## src/rtl/gnrc_fifo_lvl_if.sv

```systemverilog
// Handshake bundle for gnrc_fifo_lvl: write/read requests,
// flush, thresholds and status/level outputs.
interface gnrc_fifo_lvl_if #(
  parameter int DW = 16,
  parameter int DP = 13
);
  localparam int CW = $clog2(DP + 1);

  logic          flush_i;
  logic [DW-1:0] data_i;
  logic          wen_i;
  logic          ren_i;
  logic [CW-1:0] afull_th_i;
  logic [CW-1:0] aempty_th_i;
  logic [DW-1:0] data_o;
  logic          rvalid_o;
  logic          full_o;
  logic          empty_o;
  logic          afull_o;
  logic          aempty_o;
  logic [CW-1:0] level_o;
  logic          ovf_o;
  logic          udf_o;

  modport slave (
    input  flush_i, data_i, wen_i, ren_i,
    input  afull_th_i, aempty_th_i,
    output data_o, rvalid_o, full_o, empty_o,
    output afull_o, aempty_o, level_o,
    output ovf_o, udf_o
  );

  modport master (
    output flush_i, data_i, wen_i, ren_i,
    output afull_th_i, aempty_th_i,
    input  data_o, rvalid_o, full_o, empty_o,
    input  afull_o, aempty_o, level_o,
    input  ovf_o, udf_o
  );
endinterface

```

## src/rtl/gnrc_fifo_lvl.sv

```systemverilog
// Generic sync FIFO, any depth, registered or FWFT read.
// Define GNRC_FIFO_ERR_EN for sticky ovf/udf flags.
module gnrc_fifo_lvl #(
  parameter int DW   = 16,
  parameter int DP   = 13,
  parameter int FWFT = 0
) (
  input  logic            clk_i,
  input  logic            rst_i,
  gnrc_fifo_lvl_if.slave  io
);
  localparam int CW = $clog2(DP + 1);
  localparam int PW = $clog2(DP);
  localparam logic [CW-1:0] DP_C = CW'(DP);
  localparam logic [PW-1:0] LAST = PW'(DP - 1);

  logic [DW-1:0] mem_q [DP];
  logic [PW-1:0] wptr_q, wptr_d;
  logic [PW-1:0] rptr_q, rptr_d;
  logic [CW-1:0] cnt_q, cnt_d;
  logic          full, empty;
  logic          wr_acc, rd_acc;

  always_comb begin
    full   = (cnt_q == DP_C);
    empty  = (cnt_q == '0);
    wr_acc = io.wen_i & ~full;
    rd_acc = io.ren_i & ~empty;
    wptr_d = wptr_q;
    rptr_d = rptr_q;
    cnt_d  = cnt_q;
    if (io.flush_i) begin
      wptr_d = '0;
      rptr_d = '0;
      cnt_d  = '0;
    end else begin
      // explicit wrap: depth need not be a power of two
      if (wr_acc)
        wptr_d = (wptr_q == LAST) ? '0 : wptr_q + PW'(1);
      if (rd_acc)
        rptr_d = (rptr_q == LAST) ? '0 : rptr_q + PW'(1);
      unique case ({wr_acc, rd_acc})
        2'b10:   cnt_d = cnt_q + CW'(1);
        2'b01:   cnt_d = cnt_q - CW'(1);
        default: cnt_d = cnt_q;
      endcase
    end
  end

  always_ff @(posedge clk_i) begin
    if (rst_i) begin
      wptr_q <= '0;
      rptr_q <= '0;
      cnt_q  <= '0;
    end else begin
      wptr_q <= wptr_d;
      rptr_q <= rptr_d;
      cnt_q  <= cnt_d;
    end
  end

  always_ff @(posedge clk_i) begin
    if (wr_acc & ~io.flush_i & ~rst_i)
      mem_q[wptr_q] <= io.data_i;
  end

  assign io.full_o   = full;
  assign io.empty_o  = empty;
  assign io.level_o  = cnt_q;
  assign io.afull_o  = (cnt_q >= io.afull_th_i);
  assign io.aempty_o = (cnt_q <= io.aempty_th_i);

  if (FWFT == 0) begin : g_reg
    logic [DW-1:0] dout_q, dout_d;
    logic          rv_q, rv_d;

    always_comb begin
      dout_d = dout_q;
      rv_d   = 1'b0;
      if (rd_acc & ~io.flush_i) begin
        dout_d = mem_q[rptr_q];
        rv_d   = 1'b1;
      end
    end

    always_ff @(posedge clk_i) begin
      if (rst_i) begin
        dout_q <= '0;
        rv_q   <= 1'b0;
      end else begin
        dout_q <= dout_d;
        rv_q   <= rv_d;
      end
    end

    assign io.data_o   = dout_q;
    assign io.rvalid_o = rv_q;
  end else begin : g_fwft
    assign io.data_o   = mem_q[rptr_q];
    assign io.rvalid_o = ~empty;
  end

`ifdef GNRC_FIFO_ERR_EN
  logic ovf_q, ovf_d;
  logic udf_q, udf_d;

  // flush wins over an offending access in the same cycle
  always_comb begin
    ovf_d = ovf_q | (io.wen_i & full);
    udf_d = udf_q | (io.ren_i & empty);
    if (io.flush_i) begin
      ovf_d = 1'b0;
      udf_d = 1'b0;
    end
  end

  always_ff @(posedge clk_i) begin
    if (rst_i) begin
      ovf_q <= 1'b0;
      udf_q <= 1'b0;
    end else begin
      ovf_q <= ovf_d;
      udf_q <= udf_d;
    end
  end

  assign io.ovf_o = ovf_q;
  assign io.udf_o = udf_q;
`else
  assign io.ovf_o = 1'b0;
  assign io.udf_o = 1'b0;
`endif

endmodule

```

## src/flat_wrapper.sv

```systemverilog
// flat-port wrapper written by rule: the top's interface ports become plain ports
module gnrc_fifo_lvl_flat 
#(
  parameter int DW   = 16,
  parameter int DP   = 13,
  parameter int FWFT = 0
)
  (clk_i, rst_i, io_flush_i, io_data_i, io_wen_i, io_ren_i, io_afull_th_i, io_aempty_th_i, io_data_o, io_rvalid_o, io_full_o, io_empty_o, io_afull_o, io_aempty_o, io_level_o, io_ovf_o, io_udf_o);
  gnrc_fifo_lvl_if #(.DW(DW), .DP(DP)) io_i ();
  input  logic clk_i;
  input  logic rst_i;
  input wire logic [$bits(io_i.flush_i)-1:0] io_flush_i;
  input wire logic [$bits(io_i.data_i)-1:0] io_data_i;
  input wire logic [$bits(io_i.wen_i)-1:0] io_wen_i;
  input wire logic [$bits(io_i.ren_i)-1:0] io_ren_i;
  input wire logic [$bits(io_i.afull_th_i)-1:0] io_afull_th_i;
  input wire logic [$bits(io_i.aempty_th_i)-1:0] io_aempty_th_i;
  output wire logic [$bits(io_i.data_o)-1:0] io_data_o;
  output wire logic [$bits(io_i.rvalid_o)-1:0] io_rvalid_o;
  output wire logic [$bits(io_i.full_o)-1:0] io_full_o;
  output wire logic [$bits(io_i.empty_o)-1:0] io_empty_o;
  output wire logic [$bits(io_i.afull_o)-1:0] io_afull_o;
  output wire logic [$bits(io_i.aempty_o)-1:0] io_aempty_o;
  output wire logic [$bits(io_i.level_o)-1:0] io_level_o;
  output wire logic [$bits(io_i.ovf_o)-1:0] io_ovf_o;
  output wire logic [$bits(io_i.udf_o)-1:0] io_udf_o;
  assign io_i.flush_i = io_flush_i;
  assign io_i.data_i = io_data_i;
  assign io_i.wen_i = io_wen_i;
  assign io_i.ren_i = io_ren_i;
  assign io_i.afull_th_i = io_afull_th_i;
  assign io_i.aempty_th_i = io_aempty_th_i;
  assign io_data_o = io_i.data_o;
  assign io_rvalid_o = io_i.rvalid_o;
  assign io_full_o = io_i.full_o;
  assign io_empty_o = io_i.empty_o;
  assign io_afull_o = io_i.afull_o;
  assign io_aempty_o = io_i.aempty_o;
  assign io_level_o = io_i.level_o;
  assign io_ovf_o = io_i.ovf_o;
  assign io_udf_o = io_i.udf_o;
  gnrc_fifo_lvl #(.DW(DW), .DP(DP), .FWFT(FWFT)) u_core (.clk_i(clk_i), .rst_i(rst_i), .io(io_i));
endmodule
```

## config.mk

```make
export PLATFORM = sky130hd
export DESIGN_NAME = gnrc_fifo_lvl_flat
export DESIGN_NICKNAME = d
export VERILOG_FILES = /design/src/rtl/gnrc_fifo_lvl_if.sv /design/src/rtl/gnrc_fifo_lvl.sv /design/src/flat_wrapper.sv
export SDC_FILE = /design/constraint.sdc
export NUM_CORES = 1
export LEC_CHECK = 0
export CORE_ASPECT_RATIO = 0.9
export CORE_MARGIN = 5
export CORE_UTILIZATION = 55
export DETAILED_ROUTE_END_ITERATION = 8
export GPL_TIMING_DRIVEN = 0
export PLACE_DENSITY = 0.72
export SYNTH_ARGS = -nofsm -noshare
export SYNTH_HDL_FRONTEND = slang
export SYNTH_SLANG_ARGS = --single-unit
```

## constraint.sdc

```tcl
create_clock -name clk_i -period 5.2 [get_ports clk_i]
set_input_delay 1.04 -clock clk_i [delete_from_list [all_inputs] [get_ports clk_i]]
set_output_delay 1.04 -clock clk_i [all_outputs]
set_load 0.05 [all_outputs]
```

==> impl_metrics.env, run 1 <==
export IMPL_via_per_inst=6.06
export IMPL_worstSetupEndpointType="primary output"
export IMPL_root_buffer="clkbuf_16"
export IMPL_power_density_mw_per_mm2=350
export IMPL_synthArstFlopShare_pct=0
export IMPL_critPathLaunchType="input port"
export IMPL_grt_ovfl_total=0
export IMPL_yosys_warnings=0
export IMPL_synth_distinct_cells=41
export IMPL_placeableCoreArea_sq_mm=0.0168
export IMPL_post_place_ws_ns=0.917
export IMPL_cts_buffers_inserted=23
export IMPL_hold_buffers=0
export IMPL_drt_iter0_drc=362
export IMPL_die_area_sq_mm=0.0198
export IMPL_synth_avg_cell_area_sq_um=19.0
export IMPL_start_util_pct=55.9
export IMPL_final_layout_size_suffix_gt1_share_pct=17.8
export IMPL_clock_skew_ns=0.00796
export IMPL_die_width_um=148
export IMPL_ys_flop_type="edfxtp_1"
export IMPL_grt_total_usage_pct=20.2
export IMPL_seq_area_sq_mm=0.00683
export IMPL_cts_tree="done"
export IMPL_syn_to_final_growth_pct=16.2
export IMPL_ir_drop_uv=245
export IMPL_tightest_slew_ns=1.12
export IMPL_cp_startpoint="io_aempty_th_i[1]"
export IMPL_n_antenna_cell=0
export IMPL_drcViolationCount=0
export IMPL_cp_endpoint="io_aempty_o"
export IMPL_max_cap_violations=0
export IMPL_antenna_found_initial=0
export IMPL_port_buffers=53
export IMPL_clock_sinks=237
export IMPL_die_height_um=134
export IMPL_wl_per_cell_um=24.4
export IMPL_fin_crit_sh_pct=82.3
export IMPL_required_ns=4.16
export IMPL_synth_edf_count=208
export IMPL_grt_pass1_wl_um=29800
export IMPL_final_nets=623
export IMPL_dr_max_layer_used="met4"
export IMPL_grt_max_degree=17
export IMPL_slew_viol_final=0
export IMPL_postCtsSetupBuffers=0
export IMPL_io_pins=56
export IMPL_synth_area_sq_mm=0.00941
export IMPL_gp_congestion=0.755
export IMPL_crit_type="input port to primary output"
export IMPL_ys_ff_latch=237
export IMPL_wl_met3_um=1060
export IMPL_postSynthCellCount=496
export IMPL_max_freq_mhz=234
export IMPL_holdCritPathClass="register to register"
export IMPL_arrival_ns=3.24
export IMPL_drtPass1Iterations=5
export IMPL_rsz0062_at_grt="false"
export IMPL_finalSetupViolCount=0
export IMPL_multi_input_area_sq_mm=0.00236
export IMPL_period_minus_slack_ns=4.28
export IMPL_worst_slack_ns=0.922
export IMPL_clockBufferDepth=3
export IMPL_reg2reg_to="u_core.mem_q[11][15]$_DFFE_PP_"
export IMPL_relSlewSlack_pct=25.1
export IMPL_clk_transition_reported_paths_ns=0.06
export IMPL_fp_row_count=45
export IMPL_post_route_util_pct=64.9
export IMPL_vias=4864
export IMPL_power_leakage_nw=3.51
export IMPL_wl_met2_um=9800
export IMPL_status="completed"
export IMPL_wl_met1_um=8480
export IMPL_tns_ns=0
export IMPL_ant_nets=0
export IMPL_worstRegToRegCells=4
export IMPL_hold_viol=0
export IMPL_cts_resized=0
export IMPL_num_fill_cells=1162
export IMPL_clk_latency_ns=0.50
export IMPL_r2r_start="u_core.io.level_o[1]$_SDFFE_PP0P_"
export IMPL_grt_pass1_vias=4960
export IMPL_seq_area_frac_synth_pct=72.5
export IMPL_routed_wirelength_um=19600
export IMPL_crit_fanout=2
export IMPL_dpl_hpwl_um=11900
export IMPL_htree_levels=1
export IMPL_rrSetupSlack_ns=2.29
[metal layers]
| metal | up-vias | global-route usage [%] |
|---|---|---|
| met4 | 0 | 3.59 |
| li1 | 2161 | - |
| met3 | 26 | 3.41 |
| met2 | 154 | 33.4 |
| met5 | - | 0 |
| met1 | 2523 | 29.2 |
[worst max-delay path: stages]
cell and delay (ns):
clkdlybuf4s50_1 0.45, inv_1 0.04, ha_1 0.27, nor2b_1 0.14
o21a_1 0.16, o21a_1 0.15, o21ai_0 0.15, clkdlybuf4s50_1 0.83
[how the worst min path moves through the flow]
stage	from	endpoint	depth (start not counted)
3_5_place_dp	u_core.io.data_o[5]$_SDFFE_PP0P_	u_core.io.data_o[5]$_SDFFE_PP0P_	1
6_report	u_core.io.data_o[12]$_SDFFE_PP0P_	u_core.io.data_o[12]$_SDFFE_PP0P_	1
2_1_floorplan	u_core.wptr_q[1]$_SDFFE_PP0P_	u_core.wptr_q[1]$_SDFFE_PP0P_	2
4_1_cts	u_core.io.data_o[12]$_SDFFE_PP0P_	u_core.io.data_o[12]$_SDFFE_PP0P_	1
5_1_grt	u_core.io.data_o[12]$_SDFFE_PP0P_	u_core.io.data_o[12]$_SDFFE_PP0P_	1
3_3_place_gp	u_core.io.data_o[1]$_SDFFE_PP0P_	u_core.io.data_o[1]$_SDFFE_PP0P_	1
[Yosys cell counts, types with 3 or more instances]
cell	number	share of area, %
nand3_1	3	0.16
a32o_1	16	1.7
dfxtp_1	29	6.2
clkbuf_1	6	0.24
buf_2	8	0.43
buf_4	4	0.32
mux4_2	48	11
a21o_1	4	0.32
inv_1	16	0.64
o22a_1	15	1.4
and2_1	12	0.80
a21oi_1	15	0.80
o21ai_0	5	0.27
nand2_1	23	0.92
nand4_1	3	0.20
nor2_1	11	0.44
edfxtp_1	208	66
nor4_1	3	0.20
buf_6	6	0.72
mux2i_1	17	1.8
ha_1	17	2.3
[stage by stage]
step | instance area, sq um | std cells | power, mW | hold WS (ns)
after detailed placement | 10200 | 762 | 2.28 | 0.463
after CTS | 10900 | 802 | 3.84 | 0.481
after global routing | 10900 | 802 | 3.95 | 0.504
after floorplan | 9410 | 497 | 2.21 | 0.481
after global placement | 10200 | 761 | 2.28 | 0.453
final | 10900 | 802 | 3.82 | 0.477
[registers in the layout, indices dropped and copies added, names as in the netlist]
signal and cells:
u_core.io.level_o 4, u_core.rptr_q 4, u_core.io.data_o 16, u_core.wptr_q 4, u_core.io.rvalid_o 1, u_core.mem_q 208
[cell usage in the layout (no fill, tap or decap), drive strengths merged, types with 9 or more instances in the layout]
| cell | synthesis | routed |
|---|---|---|
| ha | 17 | 17 |
| nor2 | 13 | 13 |
| clkinv | 0 | 9 |
| buf | 20 | 21 |
| a32o | 16 | 16 |
| clkdlybuf4s50 | 0 | 53 |
| a21oi | 15 | 15 |
| o22a | 15 | 15 |
| mux2i | 17 | 17 |
| dfxtp | 29 | 29 |
| and2 | 12 | 12 |
| inv | 17 | 17 |
| nand2 | 24 | 24 |
| edfxtp | 208 | 208 |
| mux4 | 48 | 48 |
| clkbuf | 6 | 35 |
[logic make-up (layout without fill, tap and decap cells)]
| family | Yosys count | count (layout) | synth area share, % |
|---|---|---|---|
| xor+xnor | 2 | 2 | 0.186 |
| mux | 66 | 66 | 13.4 |
| fa+ha+maj | 18 | 18 | 2.47 |
| buf+inv | 43 | 137 | 2.46 |
| flops | 237 | 237 | 72.5 |
| simple gates | 70 | 70 | 3.86 |
| other cells | 1 | 2 | 0.0399 |
| compound gates | 59 | 59 | 5.03 |
[layout make-up]
type	instances	area share (%)
tap	211	2.41
buffer	26	1.53
inverter	17	0.584
clock buffer	29	5.56
clock inverter	11	0.893
multi-input combinational	217	21.6
sequential	237	62.4
timing repair buffer	54	4.99
[report_power, final]
part           total [mW]  switching [mW]  internal [mW]  leakage [nW]
registers            2.08         0.00690           2.08          2.11
clock network        1.58           0.661          0.921         0.346
logic               0.159          0.0929         0.0664          1.06
total                3.82           0.761           3.06          3.51
Note: power is estimated with default switching activity, not from simulation.
==> run 2, diff against run 1 <==
- clock period: 5.2 -> 4.5 ns (I/O delays scaled with it)
==> results of run 2 <==
Same layout as run 1 (identical final DEF). Status: completed.
Among the figures that moved: setup slack after placement 0.917 ns -> 0.497 ns; setup slack after layout 0.922 ns -> 0.502 ns; register-to-register setup slack 2.29 ns -> 1.59 ns; total power 3.82 mW -> 4.42 mW; worst IR drop on VDD 245 uV -> 283 uV
